`config.mk`:
```
export PLATFORM = sky130hd
export DESIGN_NAME = wdt_multi
export DESIGN_NICKNAME = d
export VERILOG_FILES = /design/src/rtl/wdt_pkg.sv /design/src/rtl/wdt_channel.sv /design/src/rtl/wdt_multi.sv
export SDC_FILE = /design/constraint.sdc
export NUM_CORES = 1
export LEC_CHECK = 0
export ABC_AREA = 0
export CAP_MARGIN = 15
export CORE_MARGIN = 4
export CORE_UTILIZATION = 64
export CTS_BUF_LIST = sky130_fd_sc_hd__clkbuf_8
export CTS_CLUSTER_DIAMETER = 50
export DETAILED_ROUTE_END_ITERATION = 7
export PLACE_DENSITY = 0.83
export SLEW_MARGIN = 10
export SYNTH_ARGS = -nofsm -noshare
export SYNTH_HDL_FRONTEND = slang
export SYNTH_SLANG_ARGS = --single-unit
export TNS_END_PERCENT = 50
```
`constraint.sdc`:
```
create_clock -name clk -period 4.5 [get_ports clk]
set_input_delay 1.35 -clock clk [delete_from_list [all_inputs] [get_ports clk]]
set_output_delay 1.35 -clock clk [all_outputs]
set_load 0.01 [all_outputs]
```
`src/rtl/wdt_pkg.sv`:
```
`default_nettype none
// ============================================================================
//  Module      : wdt_pkg
//  Description : Shared types and constants for the multi-channel watchdog:
//                channel state encoding, register map and a width helper.
//  Revision    : 1.0 - initial release
// ============================================================================
package wdt_pkg;

  // Channel state encoding; the spare code 2'd3 falls back to IDLE.
  typedef enum logic [1:0] {
    IDLE    = 2'd0,
    RUN     = 2'd1,
    EXPIRED = 2'd2
  } wdt_state_e;

  // Register map seen through wr_addr.
  localparam logic [1:0] CTRL   = 2'd0;
  localparam logic [1:0] TOCNT  = 2'd1;
  localparam logic [1:0] WINCNT = 2'd2;
  localparam logic [1:0] KICK   = 2'd3;

  // Channel-select width; a single channel still gets a 1-bit select.
  function automatic int ch_width(input int n);
    return (n > 1) ? $clog2(n) : 1;
  endfunction

endpackage
`default_nettype wire

```
`src/rtl/wdt_channel.sv`:
```
`default_nettype none
// ============================================================================
//  Module      : wdt_channel
//  Description : One watchdog channel: timeout/window registers, up-counter
//                and IDLE/RUN/EXPIRED state machine with registered irq/cause.
//  Revision    : 1.0 - initial release
// ============================================================================
module wdt_channel
  import wdt_pkg::*;
#(
  parameter int CNT_W = 32
) (
  input  logic             clk,
  input  logic             rst,
  input  logic             tick_i,
  input  logic             wr_en_i,
  input  logic [1:0]       wr_addr_i,
  input  logic [CNT_W-1:0] wr_data_i,
  output logic [CNT_W-1:0] cnt_o,
  output logic             irq_o,
  output logic             cause_o
);

  wdt_state_e       state_q, state_d;
  logic [CNT_W-1:0] cnt_q, cnt_d;
  logic [CNT_W-1:0] tocnt_q, tocnt_d;
  logic [CNT_W-1:0] wincnt_q, wincnt_d;
  logic             winmode_q, winmode_d;
  logic             irq_q, irq_d;
  logic             cause_q, cause_d;

  logic ctrl_wr, tocnt_wr, wincnt_wr, kick_wr;

  assign ctrl_wr   = wr_en_i && (wr_addr_i == CTRL);
  assign tocnt_wr  = wr_en_i && (wr_addr_i == TOCNT);
  assign wincnt_wr = wr_en_i && (wr_addr_i == WINCNT);
  assign kick_wr   = wr_en_i && (wr_addr_i == KICK);

  // Next-state logic: kick beats tick, disable beats everything.
  always_comb begin
    state_d   = state_q;
    cnt_d     = cnt_q;
    tocnt_d   = tocnt_q;
    wincnt_d  = wincnt_q;
    winmode_d = winmode_q;
    irq_d     = irq_q;
    cause_d   = cause_q;

    if (ctrl_wr) winmode_d = wr_data_i[1];

    // Limits are frozen once the channel has expired.
    if (state_q != EXPIRED) begin
      if (tocnt_wr)  tocnt_d  = wr_data_i;
      if (wincnt_wr) wincnt_d = wr_data_i;
    end

    unique case (state_q)
      IDLE: begin
        cnt_d = '0;
        if (ctrl_wr && wr_data_i[0]) state_d = RUN;
      end
      RUN: begin
        if (kick_wr) begin
          if (!winmode_q || (cnt_q >= wincnt_q)) begin
            cnt_d = '0;
          end else begin
            state_d = EXPIRED;
            irq_d   = 1'b1;
            cause_d = 1'b1;
          end
        end else if (tick_i) begin
          // >= rather than == so a limit lowered below the running count
          // expires on the next tick instead of letting the counter wrap.
          if (cnt_q >= tocnt_q) begin
            state_d = EXPIRED;
            irq_d   = 1'b1;
            cause_d = 1'b0;
          end else begin
            cnt_d = cnt_q + CNT_W'(1);
          end
        end
      end
      EXPIRED: begin
        irq_d = 1'b1;
      end
      default: begin
        state_d = IDLE;
        cnt_d   = '0;
      end
    endcase

    if (ctrl_wr && !wr_data_i[0]) begin
      state_d = IDLE;
      cnt_d   = '0;
      irq_d   = 1'b0;
      cause_d = 1'b0;
    end
  end

  // Channel state registers with synchronous reset.
  always_ff @(posedge clk) begin
    if (rst) begin
      state_q   <= IDLE;
      cnt_q     <= '0;
      tocnt_q   <= '1;
      wincnt_q  <= '0;
      winmode_q <= 1'b0;
      irq_q     <= 1'b0;
      cause_q   <= 1'b0;
    end else begin
      state_q   <= state_d;
      cnt_q     <= cnt_d;
      tocnt_q   <= tocnt_d;
      wincnt_q  <= wincnt_d;
      winmode_q <= winmode_d;
      irq_q     <= irq_d;
      cause_q   <= cause_d;
    end
  end

  assign cnt_o   = cnt_q;
  assign irq_o   = irq_q;
  assign cause_o = cause_q;

endmodule
`default_nettype wire

```
`src/rtl/wdt_multi.sv`:
```
`default_nettype none
// ============================================================================
//  Module      : wdt_multi
//  Description : Multi-channel watchdog: shared prescaler, per-channel write
//                decode and counter readback mux around NUM_CH channels.
//  Revision    : 1.0 - initial release
// ============================================================================
module wdt_multi
  import wdt_pkg::*;
#(
  parameter int NUM_CH  = 4,
  parameter int CNT_W   = 32,
  parameter int PRESC_W = 8,
  localparam int CH_W   = ch_width(NUM_CH)
) (
  input  logic               clk,
  input  logic               rst,
  input  logic [PRESC_W-1:0] presc_div,
  input  logic               wr_en,
  input  logic [CH_W-1:0]    wr_ch,
  input  logic [1:0]         wr_addr,
  input  logic [CNT_W-1:0]   wr_data,
  input  logic [CH_W-1:0]    rd_ch,
  output logic [CNT_W-1:0]   rd_cnt,
  output logic [NUM_CH-1:0]  irq,
  output logic [NUM_CH-1:0]  cause
);

  logic [PRESC_W-1:0] presc_q, presc_d;
  logic               tick;
  logic [CNT_W-1:0]   cnt_all [NUM_CH];

  // Prescaler: >= keeps a divisor shrunk mid-count from stalling a full wrap.
  always_comb begin
    tick    = (presc_q >= presc_div);
    presc_d = tick ? '0 : presc_q + PRESC_W'(1);
  end

  // Free-running prescaler count.
  always_ff @(posedge clk) begin
    if (rst) presc_q <= '0;
    else     presc_q <= presc_d;
  end

  // Out-of-range wr_ch matches no channel, so such writes are dropped.
  for (genvar g = 0; g < NUM_CH; g++) begin : g_ch
    logic ch_wr;
    assign ch_wr = wr_en && (32'(wr_ch) == 32'(g));

    wdt_channel #(
      .CNT_W (CNT_W)
    ) u_ch (
      .clk       (clk),
      .rst       (rst),
      .tick_i    (tick),
      .wr_en_i   (ch_wr),
      .wr_addr_i (wr_addr),
      .wr_data_i (wr_data),
      .cnt_o     (cnt_all[g]),
      .irq_o     (irq[g]),
      .cause_o   (cause[g])
    );
  end

  // Combinational counter readback; unused selects read as zero.
  always_comb begin
    rd_cnt = '0;
    for (int i = 0; i < NUM_CH; i++) begin
      if (32'(rd_ch) == 32'(i)) rd_cnt = cnt_all[i];
    end
  end

endmodule
`default_nettype wire

```
==> impl_results.md, run 1 <==
- CP startpoint kind: primary input
- Distinct cells, synth: 73
- Setup Buffers After CTS: 0
- Max-cap violations: 0
- Vias in the first global route: 22299
- YS warnings: 0
- Worst-path clk slew: 60 ps
- Total I/O pin count: 89
- Starting DRT DRC Count: 2613
- Seq. cell area: 8250 um2
- CTS tree: yes
- Share of cells above drive strength 1: 0.0867
- Hold Startpoint: g_ch[1].u_ch.wincnt_q[13]$_SDFFE_PP0P_
- Tmin final: 4420 ps
- Crit path cell chain: clkdlybuf4s50_1, buf_12, mux4_2, clkdlybuf4s50_1
- PD cells: 313 nW/um2
- Ranking of synthesized cells by area: dfxtp_1 34%, ha_1 14%, nand2_1 6.3%
- P&R area growth vs syn: 12.6%
- TritonRoute pass-1 iters: 6
- Mean Syn Cell Area: 8.08 um2
- Post-synthesis sequential area ratio: 0.339
- R2r setup slk: 430 ps
- Crit path top cell by count: clkdlybuf4s50_1
- Port Buf Inserts: 88
- H-tree depth: 3
- EDFF count, synth: 0
- #FFs+latches synth: 412
- Top cells by count, synth: 412 x dfxtp_1, 406 x nand2_1, 283 x inv_1
- Cell taking the most area after synthesis: dfxtp_1
- Reg2reg start: g_ch[0].u_ch.cnt_o[17]$_SDFFE_PP0P_
- DIE WIDTH: 203 um
- Max Root-Sink Buffers: 3
- Hold Path Depth: 2
- Final WS setup: 78.5 ps
- # setup viols final: 0
- Slew @ Worst Pin: 998 ps
- Worst-Skew Late Latency: 640 ps
- Resized Gates After CTS: 0
- Synth async-reset ratio: 0
- Clock sinks: 412
- Period utilization: 0.983
- Max Clock Freq: 226 MHz
- TritonCTS buffer count: 73
- Crit path max-delay family: buffers and inverters
- Via count: 23315
- RD Place Congestion: 0.964
- Rows: 71
- Status: finished clean
- Worst slack at placement: -12.0 ps
- Pin count of the biggest net entering global routing: 80
- Max-slew headroom: 0.333
- Global-route wire length before repair: 127000 um
- Starting Density: 0.647
- Max stage delay on crit path: 520 ps
- Fill cells: 2957
- Footprint of the multi-input gates: 14300 um2
- Overall routing resource usage: 0.394
- Post-layout util: 0.729
- Die Area: 41200 um2
- FF-to-FF End: g_ch[0].u_ch.cnt_o[6]$_SDFFE_PP0P_
- Hold crit path type: reg2reg
- ANT nets after route: 0
- Ys flop type: dfxtp_1
- Synthesized area: 24300 um2
- Final hold vios: 0
- Vias per std cell: 6.40
- CP required: 3150 ps
- Count leader, synth: dfxtp_1
- # hold bufs at CTS: 0
- Crit Path Class: in2out
- Leak: 0.0123 uW
- # nets final: 3402
- Worst Skew: 22.5 ps
- Avg WL per Cell: 22.7 um
- Initial antenna violation count: 4
- Slowest CP cell: mux4_2
- # DRC: 0
- Syn_nets: 3338
- Cell count of the worst reg-to-reg path: 11
- Total grt overflow: 0
- Area fraction of the dominant cell type after synthesis: 0.339
- Post-DP HPWL: 59600 um
- Unrepaired setup endpoints after global routing: no
- Buf+Inv Stages, Crit Path: 3
- Die Span Y: 203 um
- CP arrival: 3070 ps
- Post-Route WL: 82800 um
- Mapped Cells: 3008
- Root buffer cell: clkbuf_8
- Core region area: 37600 um2
- Worst vdd ir: 264 uV
- Critical Path Fanout Max: 10
- Hold Path Sink: g_ch[1].u_ch.wincnt_q[13]$_SDFFE_PP0P_
- Slew Limit Fails: 0
- WP depth: 4
- Worst setup EP type: primary output
-- flip-flops by register name, summed over array words and instances, names as in the netlist --
signal               count
g_ch.u_ch.winmode_q      4
g_ch.u_ch.cnt_o        128
g_ch.u_ch.tocnt_q      128
presc_q                  8
g_ch.u_ch.irq_o          4
g_ch.u_ch.wincnt_q     128
g_ch.u_ch.state_q        8
g_ch.u_ch.cause_o        4
-- logic make-up (layout without fill, tap and decap cells) --
kind of cell	Yosys count	after routing	share of synthesized area
adders and majority gates	281	281	0.145
xor gates and xnor gates	7	7	0.00252
other	0	7	0
muxes	36	36	0.0314
AOI/OAI and AO/OA	818	818	0.223
DFF	412	412	0.339
buffers and inverters	465	582	0.0751
and+or+nand+nor	989	989	0.184
-- area by class of cell --
cell class	instances	area share
sequential	412	0.301
timing repair buffer	171	0.0597
tap	511	0.0234
multi-input combinational	2131	0.522
antenna	7	0.000640
clock buffer	97	0.0488
clock inverter	31	0.00557
inverter	283	0.0388
-- cells in the final DEF, fill, tap and decap left out, types with 18 or more instances in the layout --
master             n
a21oi_1          247
buf_4             73
a211o_1          136
o21ai_0          138
nor3_1            23
nand3_1          110
a21o_1           104
inv_1            301
mux4_2            32
nand2b_1          21
clkdlybuf4s50_1   86
o31ai_1           56
dfxtp_1          412
ha_1             281
nor2_1           236
a31oi_1           20
a211oi_1          23
nor2b_1           18
o211ai_1          29
nand2_1          406
clkbuf_8          98
and3_1            33
nand4_1           50
-- tightest hold or removal path: stages, from the launching register on --
cell	delay, ps
dfxtp_1	310
nand2_1	50
a21oi_1	50
-- stage by stage --
step,total power (uW),instances,TNS [ps],cell area [um2],hold slack (ps)
finish,8560,3643,0,27400,452
global route,8850,3636,0,27400,469
CTS,8560,3635,0,27300,455
detailed placement,5050,3507,-12.0,25800,447
global placement,5020,3507,0,25800,436
floorplan,4610,3008,0,24300,423
-- worst max path at each step --
stage / from / end
floorplan: rd_ch[0] / rd_cnt[10]
global placement: presc_div[4] / g_ch[0].u_ch.cnt_o[21]$_SDFFE_PP0P_
detailed placement: presc_div[5] / g_ch[0].u_ch.cnt_o[22]$_SDFFE_PP0P_
CTS: rd_ch[1] / rd_cnt[31]
global route: rd_ch[1] / rd_cnt[6]
finish: rd_ch[1] / rd_cnt[31]
-- where the power goes --
| group | switching, uW | internal (uW) | leakage (uW) | total, uW |
|---|---|---|---|---|
| logic | 813 | 437 | 0.00813 | 1250 |
| clock network | 1610 | 1930 | 0.000827 | 3540 |
| registers | 51.2 | 3730 | 0.00333 | 3780 |
-- per-layer routing --
metal,wire length [um],share of wire,GRT usage,vias to the layer above
li1,-,-,-,10719
met1,31000,0.37,0.508,10967
met5,13,0.00016,0,-
met4,6400,0.077,0.252,2
met2,35500,0.43,0.599,1315
met3,9840,0.12,0.0864,312
No activity file was read; power rests on OpenSTA's default activity.
==> run 2, diff against run 1 <==
- CORE_ASPECT_RATIO: unset -> 1.75
- CORE_MARGIN: 4 -> unset
==> impl_results.md, run 2 (synthesis gave the netlist of run 1 again) <==
- Status: complete, but fails checks
- Violated checks: DRC
- TritonRoute pass-1 iters: 8
- CP arrival: 3080 ps
- Commonest non-fill, non-tap cells in the layout: 412 x dfxtp_1, 406 x nand2_1, 304 x inv_1
- Leading cell type in the layout, fill and taps excluded: dfxtp_1
- Slew Limit Fails: 0
- Worst setup EP type: primary output
- Final WS setup: 71.0 ps
- Starting Density: 0.648
- # DRC: 5
- Dpl cell area: 25700 um2
- Global-route wire length before repair: 123000 um
- Fill cells: 2992
- Die Area: 38800 um2
- ANT nets after route: 0
- Met1 Wirelength: 27700 um
- CP startpoint: rd_ch[1]
- H-tree depth: 2
- Worst-path clk slew: 60 ps
- Root buffer cell: clkbuf_8
- Overall routing resource usage: 0.426
- Pin count of the biggest net entering global routing: 145
- Slew @ Worst Pin: 1050 ps
- # setup viols final: 0
- Worst slack at placement: 30.3 ps
- CP required: 3150 ps
- Starting DRT DRC Count: 2038
- CP startpoint kind: primary input
- Worst-Skew Late Latency: 660 ps
- Post-Route WL: 83100 um
- Tmin final: 4430 ps
- Max Clock Freq: 226 MHz
- Initial antenna violation count: 12
- Unrepaired setup endpoints after global routing: no
- # nets final: 3381
- Max-cap violations: 0
- Port Buf Inserts: 88
- Via count: 23377
- Top Metal Used: met5
- Clock sinks: 412
- Worst vdd ir: 211 uV
- CTS tree: yes
- Hold crit path type: reg2reg
- Vias per std cell: 6.52
- Hold_ws: 453 ps
- Reg2reg start: g_ch[0].u_ch.cnt_o[0]$_SDFFE_PP0P_
- TritonCTS buffer count: 60
- Final Cell Area: 27000 um2
- Rows: 94
- Share of cells above drive strength 1: 0.0772
- Period utilization: 0.984
- Total grt overflow: 0
- Tot Pwr: 8030 uW
- DIE WIDTH: 149 um
- Leak: 0.0121 uW
- Met3 WL: 8240 um
- P&R area growth vs syn: 10.8%
- Crit Path Class: in2out
- WL met2: 37800 um
- PD cells: 298 nW/um2
- Avg WL per Cell: 23.2 um
- Hold Startpoint: g_ch[0].u_ch.wincnt_q[14]$_SDFFE_PP0P_
- Resized Gates After CTS: 0
- Max Root-Sink Buffers: 3
- # hold bufs at CTS: 0
- Setup TNS: 0 ps
- Max-slew headroom: 0.296
- Critical Path Fanout Max: 13
- Die Span Y: 260 um
- Worst Skew: 22.5 ps
- Core region area: 37500 um2
- Post-DP HPWL: 60800 um
- Setup Buffers After CTS: 0
- Vias in the first global route: 22244
- Total I/O pin count: 89
- Final hold vios: 0
- RD Place Congestion: 1.02
## run 2: per-stage QoR
step,std cells,utilization
4_1_cts,3576,0.718
6_report,3583,0.718
3_5_place_dp,3468,0.686
3_3_place_gp,3468,0.686
2_1_floorplan,3008,-
5_1_grt,3578,0.718
## run 2: power by group
group | internal [uW] | leakage [uW] | switching (uW)
combinational | 428 | 0.00807 | 800
sequential | 3720 | 0.00333 | 56.0
clock | 1520 | 0.000705 | 1500
## run 2: layer usage
layer	up-vias	GRT usage
met5	-	0
met4	18	0.418
met3	463	0.104
met2	1232	0.692
met1	10989	0.439
li1	10675	-
## run 2: worst max-delay path: stages
cell             delay, ps
clkdlybuf4s50_1        590
buf_4                  270
mux4_2                 360
clkdlybuf4s50_1        500
## run 2: cell type report
| cell class | count | area, um2 | share of cell area |
|---|---|---|---|
| well taps | 480 | 601 | 0.0223 |
| clock inverters | 31 | 129 | 0.00478 |
| multi-input cells | 2131 | 14300 | 0.530 |
| inverters | 283 | 1060 | 0.0394 |
| flip-flops and latches | 412 | 8250 | 0.306 |
| diodes | 6 | 15.0 | 0.000557 |
| clock buffers | 77 | 1060 | 0.0393 |
| repair buffers | 163 | 1550 | 0.0575 |
## run 2: path summary, 6_finish.rpt
check	to	slack [ps]	cells after the start
max	rd_cnt[30]	70	4
max reg2reg	g_ch[0].u_ch.cnt_o[6]$_SDFFE_PP0P_	570	11
min	g_ch[0].u_ch.wincnt_q[14]$_SDFFE_PP0P_	450	2
min reg2reg	g_ch[0].u_ch.wincnt_q[14]$_SDFFE_PP0P_	450	2
